[src/rtl/psum_writeback_arbiter_pkg.sv]
// rtl/psum_writeback_arbiter_pkg.sv - shared state codes and default widths for the psum write-back arbiter
package psum_writeback_arbiter_pkg;

    localparam int NUM_PE_DEF = 5;
    localparam int DATA_W_DEF = 16;
    localparam int ADDR_W_DEF = 10;

    typedef logic [1:0] state_t;

    localparam state_t ST_IDLE  = 2'd0;
    localparam state_t ST_RUN   = 2'd1;
    localparam state_t ST_FLUSH = 2'd2;
    localparam state_t ST_DONE  = 2'd3;

endpackage

[src/rtl/psum_writeback_arbiter_rr_arbiter.sv]
// rtl/psum_writeback_arbiter_rr_arbiter.sv - combinational round-robin pick: first request at or after ptr
module psum_writeback_arbiter_rr_arbiter #(
    parameter int NUM_PE = 5,
    parameter int IDX_W  = 3
) (
    input  logic [NUM_PE-1:0] req,
    input  logic [IDX_W-1:0]  ptr,
    output logic [NUM_PE-1:0] grant,
    output logic [IDX_W-1:0]  grant_idx,
    output logic              any_grant
);

    always_comb begin
        int idx;
        idx       = 0;
        grant     = '0;
        grant_idx = '0;
        any_grant = 1'b0;
        for (int k = 0; k < NUM_PE; k++) begin
            idx = (int'(ptr) + k) % NUM_PE;
            if (!any_grant && req[idx]) begin
                any_grant  = 1'b1;
                grant[idx] = 1'b1;
                grant_idx  = IDX_W'(idx);
            end
        end
    end

endmodule

[src/rtl/psum_writeback_arbiter.sv]
// rtl/psum_writeback_arbiter.sv - round-robin grant of PE results into a one-entry stage feeding the output SRAM
module psum_writeback_arbiter
    import psum_writeback_arbiter_pkg::*;
#(
    parameter int NUM_PE = NUM_PE_DEF,
    parameter int DATA_W = DATA_W_DEF,
    parameter int ADDR_W = ADDR_W_DEF
) (
    input  logic                     clk,
    input  logic                     RST,
    input  logic                     cfgStart,
    input  logic [ADDR_W-1:0]        cfgBase,
    input  logic [ADDR_W-1:0]        cfgCount,
    input  logic [NUM_PE-1:0]        peValid,
    input  logic [NUM_PE*DATA_W-1:0] peData,
    output logic [NUM_PE-1:0]        peAck,
    output logic                     memWen,
    output logic [ADDR_W-1:0]        memAddr,
    output logic [DATA_W-1:0]        memWdata,
    input  logic                     memReady,
    output logic                     busy,
    output logic                     done
);

    localparam int IDX_W = (NUM_PE > 1) ? $clog2(NUM_PE) : 1;

    state_t              state;
    logic [ADDR_W-1:0]   addr_ptr;
    logic [ADDR_W-1:0]   remaining;
    logic [IDX_W-1:0]    rr_ptr;
    logic                stage_valid;
    logic [NUM_PE-1:0]   grant;
    logic [IDX_W-1:0]    grant_idx;
    logic                any_grant;
    logic                can_grant;
    logic                take;
    logic [DATA_W-1:0]   win_data;

    psum_writeback_arbiter_rr_arbiter #(
        .NUM_PE (NUM_PE),
        .IDX_W  (IDX_W)
    ) u_rr (
        .req       (peValid),
        .ptr       (rr_ptr),
        .grant     (grant),
        .grant_idx (grant_idx),
        .any_grant (any_grant)
    );

    // The stage may refill in the same cycle it drains, which keeps full throughput.
    assign can_grant = (state == ST_RUN) && (!stage_valid || memReady) && (remaining != '0);
    assign take      = can_grant && any_grant;
    assign peAck     = can_grant ? grant : '0;
    assign memWen    = stage_valid;
    assign busy      = (state == ST_RUN) || (state == ST_FLUSH);
    assign done      = (state == ST_DONE);

    always_comb begin
        win_data = '0;
        for (int i = 0; i < NUM_PE; i++) begin
            if (grant[i]) win_data = peData[i*DATA_W +: DATA_W];
        end
    end

    always_ff @(posedge clk or posedge RST) begin
        if (RST) begin
            state       <= ST_IDLE;
            addr_ptr    <= '0;
            remaining   <= '0;
            rr_ptr      <= '0;
            stage_valid <= 1'b0;
            memAddr     <= '0;
            memWdata    <= '0;
        end else begin
            case (state)
                ST_IDLE: begin
                    if (cfgStart) begin
                        addr_ptr  <= cfgBase;
                        remaining <= cfgCount;
                        rr_ptr    <= '0;
                        state     <= (cfgCount != '0) ? ST_RUN : ST_DONE;
                    end
                end
                ST_RUN: begin
                    if (take) begin
                        stage_valid <= 1'b1;
                        memAddr     <= addr_ptr;
                        memWdata    <= win_data;
                        addr_ptr    <= addr_ptr + 1'b1;
                        remaining   <= remaining - 1'b1;
                        rr_ptr      <= (grant_idx == IDX_W'(NUM_PE - 1)) ? '0 : grant_idx + 1'b1;
                        if (remaining == ADDR_W'(1)) state <= ST_FLUSH;
                    end else if (memReady) begin
                        stage_valid <= 1'b0;
                    end
                end
                ST_FLUSH: begin
                    if (!stage_valid || memReady) begin
                        stage_valid <= 1'b0;
                        state       <= ST_DONE;
                    end
                end
                ST_DONE: begin
                    state <= ST_IDLE;
                end
                default: begin
                    state <= ST_IDLE;
                end
            endcase
        end
    end

endmodule

[config.mk]
export PLATFORM = sky130hd
export DESIGN_NAME = psum_writeback_arbiter
export DESIGN_NICKNAME = d
export VERILOG_FILES = /design/src/rtl/psum_writeback_arbiter_pkg.sv /design/src/rtl/psum_writeback_arbiter_rr_arbiter.sv /design/src/rtl/psum_writeback_arbiter.sv
export SDC_FILE = /design/constraint.sdc
export NUM_CORES = 1
export LEC_CHECK = 0
export CAP_MARGIN = 10
export CORE_MARGIN = 5
export CORE_UTILIZATION = 51
export CTS_BUF_LIST = sky130_fd_sc_hd__clkbuf_16
export DETAILED_ROUTE_END_ITERATION = 12
export GPL_TIMING_DRIVEN = 0
export PLACE_DENSITY = 0.86
export SKIP_LAST_GASP = 1
export SLEW_MARGIN = 20
export SYNTH_ARGS = -nofsm -noshare
export SYNTH_HDL_FRONTEND = slang
export SYNTH_SLANG_ARGS = --single-unit
[constraint.sdc]
create_clock -name clk -period 8.6 [get_ports clk]
set_clock_uncertainty 0.2 [all_clocks]
set_input_delay 1.72 -clock clk [delete_from_list [all_inputs] [get_ports clk]]
set_output_delay 1.72 -clock clk [all_outputs]
set_load 0.005 [all_outputs]
==> impl_metrics.csv <==
group,metric,value,unit
outcome,status,"completed",
detailed_routing,wirelength,21900,microns
worst_setup_path,path_max_fanout,13,
synth,yosysWarningCount,0,
synth,synth_edf_count,0,
clock_tree,clk_pin_slew,0.08,ns
power,total_power,3130,uW
die,start_util,0.527,
timing,fmax,121,MHz
timing,slew_headroom,0.214,
timing,fin_crit,8.24,ns
die,dieArea,0.0136,sq mm
worst_setup_path,worst_ep_arrival_time,6.32,ns
detailed_routing,first_pass_iters,6,
timing,tightest_slew,1.16,ns
detailed_routing,vias_per_cell,6.65,
synth,yosysSeqAreaShare,0.225,
synth,synth_top_area_cell,"dfrtp_1",
power,irDropWorstVdd,0.226,mV
detailed_routing,drc,0,
clock_tree,cts_tree,"built",
synth,synthArstFlopShare,1.00,
clock_tree,clkSinkCount,52,
die,core,0.0110,sq mm
power,switching_share,0.534,
synth,netlist_top_cells_count,"nand2_1 (69), a21oi_1 (56), dfrtp_1 (52)",
global_routing,grt_pass1_wl,34200,microns
timing,maxSlewViolCount,0,
cells_and_area,fill_cells,900,
timing,setup-violations-final,0,
synth,synth.area.top_cells,"dfrtp_1 (22%), ha_1 (8.4%), a21oi_1 (4.8%)",
detailed_routing,ant_nets,0,
worst_hold_path,min_path_type,"reg -> reg",
synth,syn_avg_cell_area,7.90,sq um
die,io_pins,143,
cells_and_area,drive_gt1_frac,0.112,
power,clkPwrFrac,0.070,
power,p_leak,0.00306,uW
clock_tree,clock_latency,0.31,ns
clock_tree,cts_buffers,5,
detailed_routing,wl_per_cell,21.5,microns
job,maxCapViolations,0,
timing,rsz0062_at_grt,"no",
global_routing,grt_max_degree,53,
synth,synthesis.instances,732,
clock_tree,clockBufferDepth,2,
synth,synth-seq-cells,52,
power,p_sw,1670,uW
power,power_density,408,mW/mm^2
clock_tree,cts_hold_buf,0,
synth,syn-cell-area,0.00579,sq mm
cells_and_area,seq_area,0.00130,sq mm
timing,setup_ws,0.362,ns
synth,syn_nets,880,
synth,synthDistinctLibCells,84,
placement,dpl.hpwl,17200,microns
clock_tree,cts.htree.levels,2,
die,chipWidth,117,microns
worst_setup_path,critPathLaunchType,"flip-flop",
placement,gp_congestion,0.960,
worst_setup_path,critical_path_class,"reg -> out",
synth,synth_most_common_cell,"nand2_1",
detailed_routing,vias,6797,
cells_and_area,layout.nets,1029,
power,sequentialPowerShare,0.152,
timing,layout_worst_path_cycle_share,0.958,
clock_tree,cts_root_buf,"clkbuf_16",
cells_and_area,multiInputGateArea,0.00423,sq mm
synth,synth_top_area_frac,0.225,
detailed_routing,drtIter0Drc,801,
placement,pre_cts_ws,-0.438,ns
power,p_int,1460,uW
global_routing,grt_use_total,0.317,
power,combPwrFrac,0.778,
global_routing,grt_pass1_vias,6729,
worst_setup_path,end_kind,"primary output",
global_routing,antenna_found_initial,0,
placement,numPortBuffers,141,
timing,finalHoldViolCount,0,
die,die_h,117,microns
synth,yosys_most_used_dff,"dfrtp_1",
cells_and_area,n_antenna_cell,0,
cells_and_area,synthToLayoutAreaGrowth,32.7,%
worst_setup_path,required,6.68,ns
die,rows,38,
global_routing,gr-total-overflow,0,
[through the flow]
step	instance area [sq um]	util	setup TNS (ns)	instances	hold WS, ns
finish	7680	0.699	0	1022	0.282
global route	7680	0.699	0	1022	0.315
CTS	7590	0.692	0	1022	0.284
detailed placement	7370	0.671	-1.72	1013	0.262
global placement	7370	0.671	-1.13	1013	0.261
floorplan	5790	-	0	732	0.262
[final cells by class]
type,count,share of cell area
Tap cell,140,0.0228
Clock inverter,3,0.00440
Buffer,41,0.0287
Timing Repair Buffer,144,0.187
Sequential cell,52,0.170
Multi-Input combinational cell,597,0.550
Clock buffer,5,0.0163
Inverter,40,0.0212
[flip-flops by register name, indices dropped and copies added (netlist names)]
signal,count
memAddr,10
memWen,1
state,2
memWdata,16
remaining,10
addr_ptr,10
rr_ptr,3
[power by group through the flow]
stage / Sequential (uW) / Clock [uW] / Combinational [uW]
6_report: 477 / 220 / 2440
5_1_grt: 493 / 230 / 2650
4_1_cts: 473 / 219 / 2330
3_5_place_dp: 477 / 0 / 2280
3_3_place_gp: 470 / 0 / 2220
2_1_floorplan: 458 / 0 / 1570
[layout by cell type, fill, tap and decap left out, types with 33 or more instances in the layout]
cell type        synthesis  layout
o21ai_0                 42      41
dfrtp_1                 52      50
inv_1                   36      33
nand2_1                 69      68
nor2_1                  39      39
ha_1                    39      36
a22oi_1                 33      33
clkdlybuf4s50_1          0     141
a21oi_1                 56      56
[metal layers]
layer  GRT usage  wire, microns  up-vias  part of all wire
met5           0              0        -                 0
met3      0.0591           1700       80             0.078
met1       0.405           8690     3231              0.40
met4       0.118            812        0             0.037
li1            -              -     3076                 -
met2       0.531          10700      410              0.49
[timing repair]
item,CTS,global route
hold endpoints to repair,0,0
gates resized for setup,11,17
buffers inserted,1,2
pin swaps,1,2
endpoints found under the setup margin,5,5
[critical path, stage by stage, from the launching register on]
cell             delay [ns]
dfrtp_2                0.45
buf_6                  0.18
clkinvlp_4             0.18
buf_4                  0.25
ha_4                   0.21
inv_1                  0.15
ha_1                   0.25
buf_2                  0.19
inv_1                  0.17
ha_2                   0.26
nor3_4                 0.06
or3_1                  0.40
nand2_2                0.15
ha_2                   0.23
nor2b_4                0.22
o2bb2ai_4              0.12
o31a_1                 0.34
o32ai_4                0.36
a21oi_2                0.14
nor4_4                 0.45
a211o_1                0.19
buf_2                  0.23
buf_6                  0.21
and2_1                 0.14
clkdlybuf4s50_1        0.50
[cells by family (layout without fill, tap and decap cells)]
family          count (synthesis)  in the layout  synth area share
compound gates                285            285             0.355
xor+xnor                        9              9            0.0149
fa+ha+maj                      39             39            0.0843
buf+inv                        83            233            0.0638
flops                          52             52             0.225
mux                            24             24            0.0463
simple gates                  240            240             0.211
[path summary, 6_finish.rpt]
check                            from      endpoint  slack [ns]  depth (start not counted)
hold / removal             memAddr[1]    memAddr[1]        0.28                          2
min in group asynchronous         RST  memWdata[15]        1.68                          2
max in group asynchronous         RST     rr_ptr[0]        6.02                          2
setup / recovery            rr_ptr[0]      peAck[0]        0.36                         24
setup reg to reg            rr_ptr[0]   memWdata[1]        2.12                         23
hold reg to reg            memAddr[1]    memAddr[1]        0.28                          2
Note: power is estimated with default switching activity, not from simulation.
